===== config.mk =====
export PLATFORM = sky130hd
export DESIGN_NAME = jtag_cmd_regbank
export DESIGN_NICKNAME = d
export VERILOG_FILES = /design/src/rtl/jtag_cmd_pkg.sv /design/src/rtl/jtag_report_seq.sv /design/src/rtl/jtag_cmd_regbank.sv
export SDC_FILE = /design/constraint.sdc
export NUM_CORES = 1
export LEC_CHECK = 0
export CORE_ASPECT_RATIO = 1.4
export CORE_MARGIN = 10
export CORE_UTILIZATION = 41
export CTS_BUF_LIST = sky130_fd_sc_hd__clkbuf_2 sky130_fd_sc_hd__clkbuf_4 sky130_fd_sc_hd__clkbuf_8
export CTS_CLUSTER_SIZE = 30
export DETAILED_ROUTE_END_ITERATION = 10
export HOLD_SLACK_MARGIN = 0.08
export PLACE_DENSITY = 0.68
export SLEW_MARGIN = 20
export SYNTH_ARGS = -nofsm -noshare
export SYNTH_HDL_FRONTEND = slang
export SYNTH_SLANG_ARGS = --single-unit

===== constraint.sdc =====
create_clock -name clk -period 21.5 [get_ports clk]
set_input_delay 4.3 -clock clk [delete_from_list [all_inputs] [get_ports clk]]
set_output_delay 4.3 -clock clk [all_outputs]
set_load 0.02 [all_outputs]

===== src/rtl/jtag_cmd_pkg.sv =====
// Shared command constants and FSM state encoding for the JTAG command engine.
package jtag_cmd_pkg;

    localparam logic [7:0] CMD_RDBK_BASE   = 8'h80;
    localparam logic [7:0] CMD_STROBE_BASE = 8'hF0;
    localparam logic [7:0] CMD_REPORT      = 8'hFE;
    localparam logic [7:0] CMD_RESET       = 8'hFF;

    typedef enum logic [1:0] {
        IDLE,
        RDBK,
        HDR,
        SEND
    } state_e;

endpackage


===== src/rtl/jtag_report_seq.sv =====
// Status report sequencer: coherent shadow snapshot, word index and header word.
module jtag_report_seq
    import jtag_cmd_pkg::*;
#(
    parameter int unsigned NUM_STATUS = 2
) (
    input  logic                    clk,
    input  logic                    reset,
    input  logic                    i_snap,
    input  logic                    i_adv,
    input  logic                    i_clear,
    input  logic [32*NUM_STATUS-1:0] i_status,
    output logic [31:0]             o_hdr_c,
    output logic [31:0]             o_word_c,
    output logic [31:0]             o_next_word_c,
    output logic                    o_last_c
);

    logic [31:0] r_shadow [NUM_STATUS];
    logic [7:0]  r_idx;
    logic [7:0]  w_idx_p1;

    assign w_idx_p1 = r_idx + 8'd1;
    assign o_last_c = (r_idx == 8'(NUM_STATUS - 1));
    assign o_hdr_c  = {CMD_REPORT, 8'(NUM_STATUS), 16'h0000};

    always_ff @(posedge clk) begin
        if (reset || i_clear) begin
            r_idx <= 8'd0;
            for (int k = 0; k < NUM_STATUS; k++) r_shadow[k] <= 32'd0;
        end else if (i_snap) begin
            r_idx <= 8'd0;
            for (int k = 0; k < NUM_STATUS; k++) r_shadow[k] <= i_status[32*k +: 32];
        end else if (i_adv) begin
            r_idx <= o_last_c ? 8'd0 : w_idx_p1;
        end
    end

    // Current and next shadow word, muxed by compare to avoid index-width mismatch.
    always_comb begin
        o_word_c      = 32'd0;
        o_next_word_c = 32'd0;
        for (int k = 0; k < NUM_STATUS; k++) begin
            if (r_idx == 8'(k))    o_word_c      = r_shadow[k];
            if (w_idx_p1 == 8'(k)) o_next_word_c = r_shadow[k];
        end
    end

endmodule


===== src/rtl/jtag_cmd_regbank.sv =====
// Host command decoder: control register bank, strobes, readback and status reports.
module jtag_cmd_regbank
    import jtag_cmd_pkg::*;
#(
    parameter int unsigned NUM_REGS   = 4,
    parameter int unsigned REG_WIDTH  = 24,
    parameter int unsigned NUM_STATUS = 2,
    parameter logic [23:0] RESET_VAL  = 24'd0
) (
    input  logic                          clk,
    input  logic                          reset,
    input  logic [31:0]                   jtag_q,
    input  logic                          jtag_ack,
    output logic [31:0]                   jtag_d,
    output logic                          jtag_req,
    output logic                          jtag_wr,
    input  logic [32*NUM_STATUS-1:0]      status_i,
    output logic [REG_WIDTH*NUM_REGS-1:0] regs_o,
    output logic [7:0]                    strobe_o,
    output logic                          soft_reset_o
);

    localparam logic [REG_WIDTH-1:0] RST_V = RESET_VAL[REG_WIDTH-1:0];

    logic [REG_WIDTH-1:0] r_regs [NUM_REGS];
    state_e               r_state;
    logic [31:0]          r_jtag_d;
    logic                 r_jtag_wr;
    logic                 r_jtag_req;
    logic [7:0]           r_strobe;
    logic                 r_soft;

    state_e      w_state_n;
    logic [31:0] w_d_n;
    logic        w_wr_n;
    logic        w_snap;
    logic        w_adv;
    logic        w_rx;
    logic        w_soft;
    logic        w_is_strobe;
    logic [7:0]  w_cmd;
    logic        w_rd_valid;
    logic [31:0] w_rd_word;
    logic [31:0] w_hdr;
    logic [31:0] w_word;
    logic [31:0] w_next_word;
    logic        w_last;

    assign w_rx        = jtag_ack && !r_jtag_wr;
    assign w_cmd       = jtag_q[31:24];
    assign w_soft      = w_rx && (w_cmd == CMD_RESET);
    assign w_is_strobe = (w_cmd[7:3] == CMD_STROBE_BASE[7:3]);

    jtag_report_seq #(.NUM_STATUS(NUM_STATUS)) u_seq (
        .clk           (clk),
        .reset         (reset),
        .i_snap        (w_snap),
        .i_adv         (w_adv),
        .i_clear       (w_soft),
        .i_status      (status_i),
        .o_hdr_c       (w_hdr),
        .o_word_c      (w_word),
        .o_next_word_c (w_next_word),
        .o_last_c      (w_last)
    );

    // Readback decode: valid only for an in-range register index.
    always_comb begin
        w_rd_valid = 1'b0;
        w_rd_word  = 32'd0;
        for (int i = 0; i < NUM_REGS; i++) begin
            if (w_cmd == (CMD_RDBK_BASE + 8'(i))) begin
                w_rd_valid = 1'b1;
                w_rd_word  = {w_cmd, 24'(r_regs[i])};
            end
        end
    end

    always_ff @(posedge clk) begin
        if (reset || w_soft) begin
            for (int i = 0; i < NUM_REGS; i++) r_regs[i] <= RST_V;
        end else if (w_rx) begin
            for (int i = 0; i < NUM_REGS; i++)
                if (w_cmd == 8'(i)) r_regs[i] <= jtag_q[REG_WIDTH-1:0];
        end
    end

    always_ff @(posedge clk) begin
        if (reset) begin
            r_strobe   <= 8'd0;
            r_soft     <= 1'b0;
            r_jtag_req <= 1'b0;
        end else begin
            r_strobe   <= (w_rx && w_is_strobe) ? (8'd1 << w_cmd[2:0]) : 8'd0;
            r_soft     <= w_soft;
            r_jtag_req <= !jtag_ack;
        end
    end

    always_ff @(posedge clk) begin
        if (reset) begin
            r_state   <= IDLE;
            r_jtag_d  <= 32'd0;
            r_jtag_wr <= 1'b0;
        end else begin
            r_state   <= w_state_n;
            r_jtag_d  <= w_d_n;
            r_jtag_wr <= w_wr_n;
        end
    end

    // Next state and next send word; jtag_d/jtag_wr only move on ack or leaving IDLE.
    always_comb begin
        w_state_n = r_state;
        w_d_n     = r_jtag_d;
        w_wr_n    = r_jtag_wr;
        w_snap    = 1'b0;
        w_adv     = 1'b0;
        case (r_state)
            IDLE: begin
                if (w_rx && (w_cmd == CMD_REPORT)) begin
                    w_state_n = HDR;
                    w_d_n     = w_hdr;
                    w_wr_n    = 1'b1;
                    w_snap    = 1'b1;
                end else if (w_rx && w_rd_valid) begin
                    w_state_n = RDBK;
                    w_d_n     = w_rd_word;
                    w_wr_n    = 1'b1;
                end
            end
            RDBK: begin
                if (jtag_ack) begin
                    w_state_n = IDLE;
                    w_wr_n    = 1'b0;
                end
            end
            HDR: begin
                if (jtag_ack) begin
                    w_state_n = SEND;
                    w_d_n     = w_word;
                end
            end
            SEND: begin
                if (jtag_ack) begin
                    w_adv = 1'b1;
                    if (w_last) begin
                        w_state_n = IDLE;
                        w_wr_n    = 1'b0;
                    end else begin
                        w_d_n = w_next_word;
                    end
                end
            end
            default: begin
                w_state_n = IDLE;
                w_wr_n    = 1'b0;
            end
        endcase
    end

    for (genvar gi = 0; gi < NUM_REGS; gi++) begin : g_regs
        assign regs_o[REG_WIDTH*gi +: REG_WIDTH] = r_regs[gi];
    end

    assign jtag_d       = r_jtag_d;
    assign jtag_wr      = r_jtag_wr;
    assign jtag_req     = r_jtag_req;
    assign strobe_o     = r_strobe;
    assign soft_reset_o = r_soft;

endmodule


Yosys cells after proc, flatten, opt, wreduce, memory -nomap -nowiden
Memory sizes are Yosys's and may differ from the RTL's.
Index checks and enable logic that the tools add are counted.
{"block": "classes", "n_addsub": 1, "eq_ne": 21, "shifts": 1, "n_mux": 63, "bitwise": 7, "reduce_logical": 19}
{"operator": "$mux 32", "n": 15}
{"operator": "$mux 24", "n": 4}
{"operator": "$pmux 32 s3", "n": 1}
{"operator": "$eq 8x8->1 const B", "n": 6}
{"operator": "$mux 1", "n": 34}
{"operator": "$eq 8x1->1 const B", "n": 3}
{"operator": "$logic_not 8->1", "n": 3}
{"operator": "$eq 8x2->1 const B", "n": 2}
{"operator": "$reduce_and 5->1", "n": 3}
{"operator": "$mux 2", "n": 6}
{"operator": "$add 8x1->8 const B", "n": 1}
{"operator": "$mux 8", "n": 1}
{"operator": "$ne 2x2->1 const B", "n": 4}
{"operator": "$pmux 2 s4", "n": 1}
{"operator": "$shl 1x3->8 const A", "n": 1}
{"operator": "$or 1x1->1", "n": 6}
{"operator": "$reduce_bool 3->1", "n": 2}
{"operator": "$eq 5x5->1 const B", "n": 1}
{"operator": "$logic_and 1x1->1", "n": 5}
{"operator": "$eq 2x2->1 const B", "n": 2}
{"operator": "$reduce_or 2->1", "n": 2}
{"operator": "$ne 3x3->1 const B", "n": 1}
{"operator": "$pmux 1 s3", "n": 1}
{"operator": "$eq 2x1->1 const B", "n": 1}
{"operator": "5 further kinds", "n": 6}
{"block": "totals", "reg_bits": 53, "mem_bits_rw": 160, "input_bits": 99, "out_inout_bits": 139, "wordCells": 121, "n_memories": 2}
{"memory": "r_regs", "depth": 4, "word_bits": 24, "read_ports": 4, "rd_clocked_by_memory_dff": 0, "write_ports": 4, "line_no": "jtag_cmd_regbank.sv:25", "source": "logic [REG_WIDTH-1:0] r_regs [NUM_REGS];"}
{"memory": "u_seq.r_shadow", "depth": 2, "word_bits": 32, "read_ports": 2, "rd_clocked_by_memory_dff": 0, "write_ports": 2, "line_no": "jtag_report_seq.sv:19", "source": "logic [31:0] r_shadow [NUM_STATUS];"}

Longest topological paths before layout
Gate-level depths: netlist of run 1.
{"block": "depth", "depth_word": 9, "ltp_mapped": 9}

Modules after synthesis
Synthesis of run 1 repeated with hierarchy kept, for this count alone.
{"block": "hier_totals", "hier_cells": 955, "area_unflattened_um2": 11104.4}
{"mod": "jtag_cmd_regbank", "n_inst": 1, "cells_per_inst": 529, "area_each_um2": 6762.7}
{"mod": "jtag_report_seq", "n_inst": 1, "cells_per_inst": 426, "area_each_um2": 4341.7}

Worst setup path before layout of run 1
Ideal clock, no wire load.
{"block": "synth_path", "path_type": "input-to-reg", "from": "input port jtag_q[24]", "to": "memory u_seq.r_shadow[0][0] (enable)", "setup_time_ns": 0.601, "arrival_ns": 9.990, "required_ns": 20.899, "setup_slack_ns": 10.910, "stages": 3, "path_cell_list": "nand4b_1 > or3_1 > o31ai_1"}
{"element": "start: declaration", "line_no": "jtag_cmd_regbank.sv:12", "source": "input logic [31:0] jtag_q,"}
{"element": "end: declaration", "line_no": "jtag_report_seq.sv:19"}

==> impl_summary.txt, run 1 <==
----------------------------------------------------
[Hold path]
  Worst Hold Path EP ... jtag_wr
  Startpoint of the lowest-slack hold path ... jtag_wr
  Count of cells along the worst hold path ... 2
  Kind of path behind the tightest hold check ... register to register

[Global route]
  Overall fraction of global-route tracks in use ... 19.1%
  Maximum number of pins on one net before global-route repair ... 73
  Number of global-route vias before repair ... 7349
  Leftover overflow at the end of global routing ... 0
  First-pass GRT wire length ... 45000 um
  Number of antenna violations at the first check in global routing ... 12

[Routing]
  Vias post-DR ... 7164
  Mean number of vias per cell ... 5.28
  Number of DRC markers in iteration 0 ... 371
  Drt drc ... 0
  Post-DRT Antenna Nets ... 0
  Total wire length after detailed routing ... 30100 um
  First-pass detailed-route iteration total ... 5
  Detailed-route wire length per cell ... 22.2 um

[Die]
  Vertical die dimension ... 203 um
  Die footprint ... 0.0306 mm^2
  Initial core utilization ... 42.0%
  DIE WIDTH ... 151 um
  IO Count ... 238
  Area of the core ... 0.0234 mm^2
  Row cnt ... 66

[Place]
  Final weighted congestion in routability-driven placement ... 0.816
  Final HPWL from detailed placement ... 20500 um
  Port Buf Inserts ... 237
  Worst slack after detailed placement ... 13.85 ns

[Synth]
  Post-synthesis sequential element count ... 213
  Cell types with the largest area share after synthesis ... edfxtp_1 (49%), dfxtp_1 (11%), and2_1 (10%)
  Number of synthesized flops with an enable pin ... 160
  Cell area after synthesis ... 0.00981 mm^2
  Cell count after synthesis ... 789
  Cell type with the largest total area after synthesis ... edfxtp_1
  Sequential cell area fraction in the yosys report ... 59.8%
  Synth top area share ... 49.0%
  Average cell area after synthesis ... 12.4 um^2
  Most instantiated flip-flop cell in the synthesis netlist ... edfxtp_1
  Distinct cell type count of the synthesized netlist ... 51
  Async SR Flop Fraction ... 0%
  Net count of the mapped netlist ... 892
  Number of warnings printed during yosys synthesis ... 0

[Cells and area]
  Share of the core filled with cells in the final layout ... 56.5%
  Post-layout nets ... 1123
  Synthesis-to-layout area growth ... 34.5%
  Count of fill cells added during filler insertion ... 1984
  Area of all sequential standard cells ... 0.00587 mm^2
  Area of the multi-input gates ... 0.00365 mm^2
  Fraction of final layout cells sized beyond drive strength 1 ... 15.2%

[Timing]
  Minimum period implied by the final worst setup slack ... 7.08 ns
  Pins over their slew limit ... 0
  Least-Margin Pin Slew ... 1.07 ns
  Setup repair after global routing missed its margin ... no
  TNS Setup ... 0 ns
  WHS ... 0.488 ns
  Fin worst setup slack ... 14.42 ns
  Upper clock frequency limit ... 141 MHz
  Period Utilization, post-route ... 32.9%
  Final setup violation count ... 0
  Worst relative slew slack ... 27.4%
  Final Hold Vio Count ... 0
  Worst clock skew ... 0.0192 ns

[Setup path]
  Register-to-register setup slack ... 18.75 ns
  Nature of the critical path startpoint ... input port
  Crit path DAT ... 7.45 ns
  Category of the critical setup timing path ... input port to register
  R2R cell count ... 7
  Reg-to-reg critical path endpoint ... jtag_d[21]
  Endpoint class of the critical path ... register
  Reg-to-Reg Start ... u_seq.r_idx[1]
  Crit path required time ... 21.87 ns
  Max FO, Critical Path ... 64

[Clock tree]
  H-tree depth reported by CTS ... 2
  Hold-fix buffer count after cts ... 0
  Maximum buffer depth of the clock tree ... 3
  Clock tree from TritonCTS ... done
  Clock transition at the registers of the reported paths ... 0.06 ns
  Post-CTS sizing ... 0
  Clock insertion delay at the later pin of the skew report ... 0.52 ns
  Cell chosen for the clock root ... clkbuf_8
  Number of sinks driven by the clock tree ... 213
  Post-CTS setup buffers ... 0
  Number of buffers created by CTS ... 36

[Outcome]
  Status ... finished clean

[Power]
  Total leakage power ... 0.00480 uW
  Final Power ... 913 uW
  Peak supply drop ... 0.0474 mV
  Pwr/cell area ... 69.2 mW/mm^2

[Job]
  Number of max-cap violations ... 0

----------------------------------------------------
## how the worst max path moves through the flow
stage | startpoint | end | slack (ns) | cells after the start
after floorplan | jtag_q[24] | u_seq.r_shadow[0][0] | 10.91 | 3
after global placement | reset | u_seq.r_shadow[0][41] | 14.00 | 5
after detailed placement | reset | u_seq.r_shadow[0][59] | 13.85 | 5
after CTS | reset | u_seq.r_shadow[0][59] | 14.39 | 5
after global routing | reset | u_seq.r_shadow[0][62] | 14.14 | 5
final | reset | u_seq.r_shadow[0][59] | 14.42 | 5
## critical path, stage by stage
cell,delay [ns]
clkdlybuf4s50_1,0.67
inv_1,0.84
o31a_1,0.50
and3_2,0.88
and2_1,0.24
## cells by family after synthesis
logic type / after synthesis / share of synthesized area (%)
fa+ha+maj: 4 / 0.510
mux: 56 / 9.18
buf+inv: 88 / 3.80
flops: 213 / 59.8
compound gates: 174 / 11.4
simple gates: 248 / 14.8
xor+xnor: 6 / 0.536
## registers in the layout (all words and copies together) (netlist names)
name            count
jtag_wr             1
soft_reset_o        1
strobe_o            8
r_state             2
u_seq.r_shadow     64
jtag_d             32
jtag_req            1
r_regs             96
u_seq.r_idx         8
## layer usage
layer | vias up | global-route usage (%) | part of all wire, %
met5 | - | 0 | 0.20
met4 | 8 | 6.89 | 2.7
met3 | 61 | 6.94 | 8.9
met2 | 248 | 32.1 | 51
met1 | 3477 | 21.8 | 38
li1 | 3370 | - | -
## where the power goes
group | leakage (uW) | total (uW) | switching, uW | internal (uW)
clock | 0.000372 | 359 | 156 | 203
combinational | 0.00240 | 91.2 | 46.3 | 44.9
sequential | 0.00203 | 463 | 7.69 | 455
total | 0.00480 | 913 | 210 | 703
## stage by stage
stage               cells  cell area, um^2
floorplan             789             9810
global placement     1288            12500
detailed placement   1288            12500
CTS                  1347            13200
global route         1351            13200
finish               1356            13200
## layout make-up
cell class / count / area share, %
Tap cell: 306 / 2.90
Antenna cell: 9 / 0.171
Inverter: 30 / 0.853
Clock buffer: 54 / 4.92
Timing Repair Buffer: 251 / 18.7
Sequential cell: 213 / 44.4
Clock inverter: 5 / 0.351
Multi-Input combinational cell: 488 / 27.7
## synthesized netlist by cell type, types with 2 or more instances
| cell | n |
|---|---|
| or2_2 | 2 |
| a31oi_1 | 2 |
| and3_1 | 4 |
| a21oi_1 | 56 |
| o22ai_1 | 19 |
| nor3_1 | 8 |
| buf_2 | 6 |
| xor2_1 | 3 |
| mux4_2 | 24 |
| a211oi_1 | 7 |
| nand3_1 | 2 |
| o22ai_2 | 8 |
| a22oi_1 | 31 |
| mux2_2 | 32 |
| nor4_1 | 2 |
| nand2_1 | 15 |
| o21ai_0 | 37 |
| or3_1 | 2 |
| nor2_1 | 37 |
| edfxtp_1 | 160 |
| nand4b_1 | 4 |
| nand3b_1 | 2 |
| and2_1 | 160 |
| a41oi_1 | 3 |
| dfxtp_1 | 53 |
| clkbuf_1 | 44 |
| o31ai_1 | 2 |
| o211ai_1 | 2 |
| buf_6 | 2 |
| nand4_1 | 2 |
| ha_1 | 4 |
| xnor2_1 | 3 |
| inv_1 | 30 |
| buf_1 | 4 |
## cell usage in the layout, fill, tap and decap left out, drive strengths merged, types with 3 or more instances in the layout
cell type	Yosys	layout
mux2	32	32
dfxtp	53	53
and3	4	4
edfxtp	160	160
a211oi	7	7
a41oi	3	3
o22ai	27	27
nor4	3	3
xnor2	3	3
clkbuf	44	54
xor2	3	3
clkdlybuf4s50	0	235
and2	160	160
a22oi	31	31
nand4b	4	4
ha	4	4
clkinv	0	4
a21oi	56	56
mux4	24	24
nor3	8	8
buf	14	16
o21ai	37	37
inv	30	30
diode	0	9
nand3b	3	3
nand2	15	15
nor2	37	37
Note: power is estimated with default switching activity, not from simulation.
==> inputs of run 2 (changes only) <==
- clock period: 21.5 -> 7 ns (I/O delays scaled with it)
==> run 2 against run 1 <==
Effect of this change:
- via count shrank 0.75%
- global-route usage fell by 0.11 points
- utilization is essentially flat
- register-to-register slack lost 15 ns
- flip-flop and latch count is the same
==> impl_summary.txt, run 2 (same netlist as run 1, synthesis figures left out) <==
----------------------------------------------------
[Setup path]
  Reg-to-Reg Start ... u_seq.r_idx[1]
  Termination of the worst setup path ... u_seq.r_shadow[0][6]
  Crit path required time ... 7.37 ns (-14.50 ns)
  Max FO, Critical Path ... 64 (unchanged)
  Register-to-register setup slack ... 4.15 ns (-14.60 ns)
  Reg-to-reg critical path endpoint ... jtag_d[9]
  Crit path DAT ... 4.62 ns (-2.83 ns)
  Worst setup path startpoint ... reset
  Category of the critical setup timing path ... input port to register
  R2R cell count ... 7 (unchanged)
  Nature of the critical path startpoint ... input port
  Endpoint class of the critical path ... register

[Die]
  Row cnt ... 66 (unchanged)
  IO Count ... 238 (unchanged)
  Die footprint ... 0.0306 mm^2 (unchanged)
  Area of the core ... 0.0234 mm^2 (unchanged)
  DIE WIDTH ... 151 um (unchanged)
  Vertical die dimension ... 203 um (unchanged)
  Initial core utilization ... 42.0% (unchanged)

[Job]
  Number of max-cap violations ... 0 (unchanged)

[Timing]
  Pins over their slew limit ... 0 (unchanged)
  WHS ... 0.506 ns (+0.0171 ns)
  Upper clock frequency limit ... 235 MHz
  Least-Margin Pin Slew ... 1.04 ns (-0.0365 ns)
  Final Hold Vio Count ... 0 (unchanged)
  Worst relative slew slack ... 30.5% (+3.0 points)
  Setup repair after global routing missed its margin ... no
  Period Utilization, post-route ... 60.7%
  Worst clock skew ... 0.0154 ns (-0.00381 ns)
  Minimum period implied by the final worst setup slack ... 4.25 ns
  TNS Setup ... 0 ns (unchanged)
  Final setup violation count ... 0 (unchanged)

[Global route]
  First-pass GRT wire length ... 44700 um (-0.74%)
  Number of global-route vias before repair ... 7508 (+2.2%)
  Number of antenna violations at the first check in global routing ... 9 (-3)
  Maximum number of pins on one net before global-route repair ... 65 (-11%)
  Overall fraction of global-route tracks in use ... 19.0% (-0.11 points)
  Leftover overflow at the end of global routing ... 0 (unchanged)

[Routing]
  Vias post-DR ... 7110 (-0.75%)
  Total wire length after detailed routing ... 29700 um (-1.1%)
  Highest routed metal layer ... met5
  Mean number of vias per cell ... 5.24 (-0.90%)
  Number of DRC markers in iteration 0 ... 349 (-5.9%)
  Detailed-route wire length per cell ... 21.9 um (-1.2%)
  Drt drc ... 0 (unchanged)
  Routed metal-1 wire length ... 11500 um (+1.8%)
  Met3 wire length ... 2520 um (-6.4%)
  Post-DRT Antenna Nets ... 0 (unchanged)
  Routed wire length on met2 ... 14700 um (-3.5%)
  First-pass detailed-route iteration total ... 4 (-1)

[Power]
  Switching share of power ... 23.4% (+0.34 points)
  Cell-internal power ... 2140 uW (+200%)
  Pwr/cell area ... 212 mW/mm^2 (+210%)
  Total leakage power ... 0.00480 uW (about the same)
  Portion of total power attributed to sequential cells ... 50.8% (about the same)
  Power spent charging and discharging nets ... 654 uW (+210%)
  Logic pwr share ... 10.0% (about the same)
  Clk pwr share ... 39.2% (about the same)
  Peak supply drop ... 0.160 mV (+240%)

[Clock tree]
  Hold-fix buffer count after cts ... 0 (unchanged)
  Clock tree from TritonCTS ... done
  Number of sinks driven by the clock tree ... 213 (unchanged)
  Clock insertion delay at the later pin of the skew report ... 0.52 ns (about the same)
  Number of buffers created by CTS ... 35 (-2.8%)
  Maximum buffer depth of the clock tree ... 3 (unchanged)
  Post-CTS setup buffers ... 0 (unchanged)
  Post-CTS sizing ... 0 (unchanged)
  H-tree depth reported by CTS ... 2 (unchanged)
  Clock transition at the registers of the reported paths ... 0.06 ns (about the same)
  Cell chosen for the clock root ... clkbuf_8

[Place]
  Final HPWL from detailed placement ... 20700 um (+0.99%)
  Total cell area at the placement stage ... 0.0125 mm^2 (about the same)
  Placed Cells ... 1289 (+0.078%)
  Port Buf Inserts ... 237 (unchanged)
  Final weighted congestion in routability-driven placement ... 0.837 (+2.6%)

[Outcome]
  Status ... finished clean

[Cells and area]
  Final instance area ... 0.0132 mm^2 (about the same)
  Leading cell type in the layout, fill and taps excluded ... clkdlybuf4s50_1
  Register name with the most flops ... r_regs
  Share of the core filled with cells in the final layout ... 56.5% (about the same)
  Post-layout nets ... 1123 (unchanged)
  Final Non-Filler Cells ... 1358 (+0.15%)
  Count of fill cells added during filler insertion ... 1988 (+0.20%)
  Synthesis-to-layout area growth ... 34.6% (about the same)
  Flip-flop count of the largest register after layout ... 96 (unchanged)
  Leading cell types in the layout, fill and taps excluded ... clkdlybuf4s50_1 (235), and2_1 (160), edfxtp_1 (160)
  Fraction of final layout cells sized beyond drive strength 1 ... 15.5% (+0.32 points)

[Hold path]
  Kind of path behind the tightest hold check ... register to register

----------------------------------------------------
## run 2: worst min-delay path by stage
stage          cells past startpoint  slack [ns]      startpoint             end
2_1_floorplan                      2        0.49  u_seq.r_idx[4]  u_seq.r_idx[4]
3_3_place_gp                       2        0.49      jtag_d[29]      jtag_d[29]
3_5_place_dp                       2        0.50      jtag_d[29]      jtag_d[29]
4_1_cts                            2        0.51         jtag_wr         jtag_wr
5_1_grt                            2        0.52         jtag_wr         jtag_wr
6_report                           2        0.51         jtag_wr         jtag_wr
## run 2: worst max-delay path, stage by stage
cell             delay (ns)
clkdlybuf4s50_1        0.69
inv_1                  0.89
o31a_1                 0.52
and3_2                 0.84
and2_1                 0.24
## run 2: stage by stage
stage                     total power [uW]  worst slack, ns
final                                 2800             2.75
after global routing                  2910             2.50
after CTS                             2830             2.73
after detailed placement              1730             2.20
after global placement                1730             2.29
after floorplan                       1560             1.49
## run 2: per-layer routing
metal  GRT usage (%)  vias up
li1                -     3371
met1            21.8     3441
met2            31.6      236
met3            6.37       58
met4            7.93        4
met5               0        -
## run 2: cell type report
type | count | area [um^2] | area share, %
flip-flops and latches | 213 | 5870 | 44.4
multi-input cells | 488 | 3650 | 27.6
inverters | 30 | 113 | 0.852
diodes | 7 | 17.5 | 0.133
clock buffers | 51 | 621 | 4.70
clock inverters | 11 | 83.8 | 0.635
well taps | 306 | 383 | 2.90
repair buffers | 252 | 2470 | 18.7
## run 2: power by group through the flow
stage,registers [uW],logic [uW],clock network [uW]
6_report,1420,279,1100
5_1_grt,1420,296,1180
4_1_cts,1420,283,1130
3_5_place_dp,1450,281,0
3_3_place_gp,1450,281,0
2_1_floorplan,1490,72.5,0
==> inputs of run 3 (changes only) <==
- clock period: 7 -> 4 ns (I/O delays scaled with it)
==> run 3 against run 2 <==
Effect of this change:
- non-clock buffer count up 8
- sequential share of layout area down 0.36 points
- clock-buffer cell count down 3
- register-to-register slack worse by 2.8 ns
- power up 76%
- worst hold slack better by 0.0061 ns
- critical path depth up 2
- largest cell class unchanged
==> impl_summary.txt, run 3 (same netlist as run 1, synthesis figures left out) <==
----------------------------------------------------
[Clock tree]
  Clock insertion delay at the later pin of the skew report ... 0.53 ns (about the same)
  Clock tree from TritonCTS ... done
  Number of sinks driven by the clock tree ... 213 (unchanged)
  Post-CTS setup buffers ... 0 (unchanged)
  Maximum buffer depth of the clock tree ... 3 (unchanged)
  H-tree depth reported by CTS ... 2 (unchanged)
  Cell chosen for the clock root ... clkbuf_8
  Number of buffers created by CTS ... 36 (+2.9%)
  Hold-fix buffer count after cts ... 0 (unchanged)
  Post-CTS sizing ... 0 (unchanged)
  Clock transition at the registers of the reported paths ... 0.06 ns (about the same)

[Timing]
  Pins over their slew limit ... 0 (unchanged)
  Final Hold Vio Count ... 0 (unchanged)
  Worst clock skew ... 0.0124 ns (-0.00302 ns)
  TNS Setup ... 0 ns (unchanged)
  Final setup violation count ... 0 (unchanged)
  Upper clock frequency limit ... 327 MHz
  Worst relative slew slack ... 25.2% (-5.3 points)
  Period Utilization, post-route ... 76.4%
  Minimum period implied by the final worst setup slack ... 3.06 ns
  Fin worst setup slack ... 0.943 ns (-1.81 ns)
  Least-Margin Pin Slew ... 1.11 ns (+0.0700 ns)
  Setup repair after global routing missed its margin ... no

[Setup path]
  Endpoint class of the critical path ... register
  Nature of the critical path startpoint ... input port
  Crit path DAT ... 3.29 ns (-1.33 ns)
  Crit path required time ... 4.23 ns (-3.14 ns)
  Series of cell instances along the critical path ... clkdlybuf4s50_1 -> or4_4 -> nor2_1 -> nand3b_2 -> buf_4 -> o21ai_2 -> buf_12
  Delay of the slowest cell on the worst path ... 0.68 ns (-0.21 ns)
  Max FO, Critical Path ... 13 (-80%)
  Cell with the biggest individual delay on the critical path ... o21ai_2
  Category of the critical setup timing path ... input port to register

[Place]
  Worst slack after detailed placement ... 0.340 ns (-1.86 ns)
  Final weighted congestion in routability-driven placement ... 0.855 (+2.3%)
  Final HPWL from detailed placement ... 21700 um (+4.6%)
  Total cell area at the placement stage ... 0.0126 mm^2 (+0.72%)
  Placed Cells ... 1296 (+0.54%)
  Port Buf Inserts ... 237 (unchanged)

[Power]
  Peak supply drop ... 0.280 mV (+75%)
  Pwr/cell area ... 370 mW/mm^2 (+75%)
  Total leakage power ... 0.00486 uW (+1.3%)

[Die]
  IO Count ... 238 (unchanged)
  Area of the core ... 0.0234 mm^2 (unchanged)
  Die footprint ... 0.0306 mm^2 (unchanged)
  Row cnt ... 66 (unchanged)
  DIE WIDTH ... 151 um (unchanged)
  Vertical die dimension ... 203 um (unchanged)
  Initial core utilization ... 42.0% (unchanged)

[Job]
  Number of max-cap violations ... 0 (unchanged)

[Global route]
  Maximum number of pins on one net before global-route repair ... 73 (+12%)
  Leftover overflow at the end of global routing ... 0 (unchanged)
  Number of antenna violations at the first check in global routing ... 6 (-3)
  Number of global-route vias before repair ... 7507 (-0.013%)
  Overall fraction of global-route tracks in use ... 19.4% (+0.34 points)
  First-pass GRT wire length ... 45300 um (+1.3%)

[Routing]
  Highest routed metal layer ... met5
  Routed wire length on met2 ... 15800 um (+7.4%)
  Met3 wire length ... 2410 um (-4.2%)
  Post-DRT Antenna Nets ... 0 (unchanged)
  Vias post-DR ... 7240 (+1.8%)
  Total wire length after detailed routing ... 30600 um (+2.9%)
  Drt drc ... 0 (unchanged)
  First-pass detailed-route iteration total ... 5 (+1)
  Mean number of vias per cell ... 5.30 (+1.2%)
  Routed metal-1 wire length ... 11800 um (+2.4%)
  Detailed-route wire length per cell ... 22.4 um (+2.2%)
  Number of DRC markers in iteration 0 ... 519 (+49%)

[Cells and area]
  Final instance area ... 0.0133 mm^2 (+0.81%)
  Share of the core filled with cells in the final layout ... 57.0% (+0.46 points)
  Leading cell types in the layout, fill and taps excluded ... clkdlybuf4s50_1 (235), and2_1 (160), edfxtp_1 (160)
  Register name with the most flops ... r_regs
  Post-layout nets ... 1132 (+0.80%)
  Fraction of final layout cells sized beyond drive strength 1 ... 15.9% (+0.41 points)
  Flip-flop count of the largest register after layout ... 96 (unchanged)
  Synthesis-to-layout area growth ... 35.7%
  Count of fill cells added during filler insertion ... 2038 (+2.5%)
  Final Non-Filler Cells ... 1367 (+0.66%)
  Leading cell type in the layout, fill and taps excluded ... clkdlybuf4s50_1

[Outcome]
  Status ... finished clean

[Hold path]
  Kind of path behind the tightest hold check ... register to register

----------------------------------------------------
==> run 3: area by class of cell <==
| class | count | area [um^2] | area share (%) |
|---|---|---|---|
| tap | 306 | 383 | 2.87 |
| inverter | 30 | 113 | 0.846 |
| clock buffer | 48 | 611 | 4.58 |
| timing repair buffer | 260 | 2580 | 19.3 |
| sequential | 213 | 5870 | 44.0 |
| antenna | 5 | 12.5 | 0.0939 |
| multi-input combinational | 488 | 3650 | 27.4 |
| clock inverter | 17 | 105 | 0.789 |
==> run 3: final timing paths <==
| path | end | slack, ns | depth (start not counted) | startpoint |
|---|---|---|---|---|
| setup / recovery | r_regs[2][22] | 0.94 | 7 | jtag_q[26] |
| hold / removal | jtag_wr | 0.51 | 2 | jtag_wr |
| setup reg to reg | jtag_d[25] | 1.31 | 5 | u_seq.r_idx[0] |
| hold reg to reg | jtag_wr | 0.51 | 2 | jtag_wr |
==> run 3: layer usage <==
| metal | track usage, % | vias up |
|---|---|---|
| li1 | - | 3385 |
| met3 | 6.01 | 42 |
| met1 | 22.1 | 3559 |
| met2 | 33.7 | 252 |
| met5 | 0 | - |
| met4 | 5.65 | 2 |
==> run 3: where the power goes <==
group | switching [uW] | leakage [uW] | internal (uW) | total (uW)
registers | 44.7 | 0.00203 | 2450 | 2490
logic | 250 | 0.00246 | 249 | 499
clock network | 883 | 0.000375 | 1060 | 1940
==> run 3: worst max-delay path, delay by kind of cell <==
kind	cells	cell delay [ns]
buffers and inverters	3	0.92
AND/OR/NAND/NOR	3	0.88
AO/OA/AOI/OAI	1	0.68
==> run 3: through the flow <==
step / hold slack [ns] / power (uW)
6_report: 0.512 / 4930
5_1_grt: 0.540 / 5120
4_1_cts: 0.512 / 4990
3_5_place_dp: 0.488 / 3040
3_3_place_gp: 0.485 / 3030
2_1_floorplan: 0.491 / 2730
==> RTL edit, RTL diff (flow settings as in run 2) <==
`NUM_STATUS` is set to 2 in 2 places; all go to 4.
--- a/src/rtl/jtag_report_seq.sv
+++ b/src/rtl/jtag_report_seq.sv
@@ -4,3 +4,3 @@
 #(
-    parameter int unsigned NUM_STATUS = 2
+    parameter int unsigned NUM_STATUS = 4
 ) (
--- a/src/rtl/jtag_cmd_regbank.sv
+++ b/src/rtl/jtag_cmd_regbank.sv
@@ -6,3 +6,3 @@
     parameter int unsigned REG_WIDTH  = 24,
-    parameter int unsigned NUM_STATUS = 2,
+    parameter int unsigned NUM_STATUS = 4,
     parameter logic [23:0] RESET_VAL  = 24'd0
Interface: changed (resized status_i); port bits go from 238 to 302. The function was not compared with the original's and may differ.
==> RTL edit against run 2 <==
Design area grew 31%; clock skew grew 0.014 ns; area after synthesis grew 34%; core utilization shrank 1.6 points; sequential cell count grew 64; total power grew 29%; routed wire length grew 42%; setup slack lost 0.36 ns; critical endpoint is now u_seq.r_shadow[3][13]; largest power group unchanged.
==> RTL edit: results (changes against run 2) <==
- Status: complete, no violations
- Worst Clk Skew: 0.02930 ns (+0.01388 ns)
- Initial DRC count: 841 (+140%)
- WL/cell: 23.48 um (+7.3%)
- CTS buffer count: 44 (+26%)
- Detailed Place HPWL: 28960 um (+40%)
- Final core occ: 54.89% (-1.6 points)
- Crit Path Max Fanout: 71 (+11%)
- Pin count of the biggest net entering global routing: 98 (+51%)
- Pleak: 0.005854 uW (+22%)
- PortBufs: 301 (+27%)
- Sequential fraction of the synthesis area: 59.36% (-0.41 points)
- Max reg flops: 128 (+33%)
- Most flops, register: u_seq.r_shadow
- Syn nets: 1263 (+42%)
- Routed vias: 10071 (+42%)
- Router iterations before antenna repair: 6 (+2)
- Commonest cells post-synth: and2_1 (225), edfxtp_1 (224), clkbuf_1 (77)
- CP arrival: 4.82 ns (+0.20 ns)
- Critical Path End: u_seq.r_shadow[3][13]
- Clk Latency, worst-skew pair: 0.58 ns (+0.06 ns)
- Initial antenna violation count: 8 (-1)
- Setup crit start: jtag_q[31]
- Reg2Reg Setup Slack: 3.57 ns (-0.58 ns)
- Distinct cells, synth: 54 (+5.9%)
- Worst-Margin Slew: 1.101 ns (+0.06311 ns)
- Post-synth EDFFs: 224 (+40%)
-- RTL edit: changes by cell type in the layout (fill, tap and decap cells not counted), moves of 23 or more --
cell	delta
and2_1	+65
edfxtp_1	+64
clkdlybuf4s50_1	+63
nand2_1	+52
a221oi_1	+49
mux2_2	-32
nor2b_1	+32
nand4_1	+23
-- RTL edit: per-stage QoR --
stage	std cells	hold slack [ns]	total power [uW]	worst slack (ns)
after floorplan	1095	0.4978	2052	1.297
after CTS	1790	0.4914	3635	2.450
after global placement	1715	0.4836	2262	1.979
after detailed placement	1715	0.4786	2266	1.838
final	1794	0.4879	3599	2.396
after global routing	1794	0.5058	3735	2.226
-- RTL edit: worst max-delay path: cells and delay by family --
family                 cells  cell delay (ns)
buffers and inverters      2             1.51
and+or+nand+nor            4             1.80
-- RTL edit: kinds of logic (layout without fill, tap and decap cells) --
kind of cell,after synthesis,in the layout,share of synthesized area (%)
AND/OR/NAND/NOR,464,464,19.99
buffers and inverters,105,405,3.243
other,0,4,0
flip-flops,277,277,59.36
XOR/XNOR,3,3,0.2003
AO/OA/AOI/OAI,216,216,12.53
adder cells (fa/ha/maj),5,5,0.4769
multiplexers,25,25,4.196
-- RTL edit: metal layers --
layer	up-vias	wire [um]	share of wire [%]	global-route usage (%)
li1	4645	-	-	-
met1	4892	15750	37	24.10
met2	448	20820	49	34.12
met3	78	4159	9.9	7.111
met4	8	1359	3.2	8.608
met5	-	41	0.097	0
-- RTL edit: how the worst min path moves through the flow --
stage | from | end | slack (ns)
after floorplan | u_seq.r_idx[4] | u_seq.r_idx[4] | 0.50
after global placement | jtag_d[26] | jtag_d[26] | 0.48
after detailed placement | jtag_d[30] | jtag_d[30] | 0.48
after CTS | jtag_d[30] | jtag_d[30] | 0.49
after global routing | jtag_d[30] | jtag_d[30] | 0.51
final | jtag_d[30] | jtag_d[30] | 0.49
-- RTL edit: power by group through the flow --
stage	Sequential [uW]	Clock, uW	Combinational [uW]
finish	1890	1370	342
global route	1900	1480	363
CTS	1890	1400	345
detailed placement	1920	0	343
global placement	1920	0	342
floorplan	1960	0	92.6
-- RTL edit: final cells by class --
class                           instances  area, um2
Inverter                               13      48.80
Multi-Input combinational cell        713       5031
Clock buffer                           61      752.0
Timing Repair Buffer                  317       3131
Clock inverter                         14      91.34
Fill cell                            2750      14250
Tap cell                              395      494.2
Sequential cell                       277       7787
Antenna cell                            4      10.01
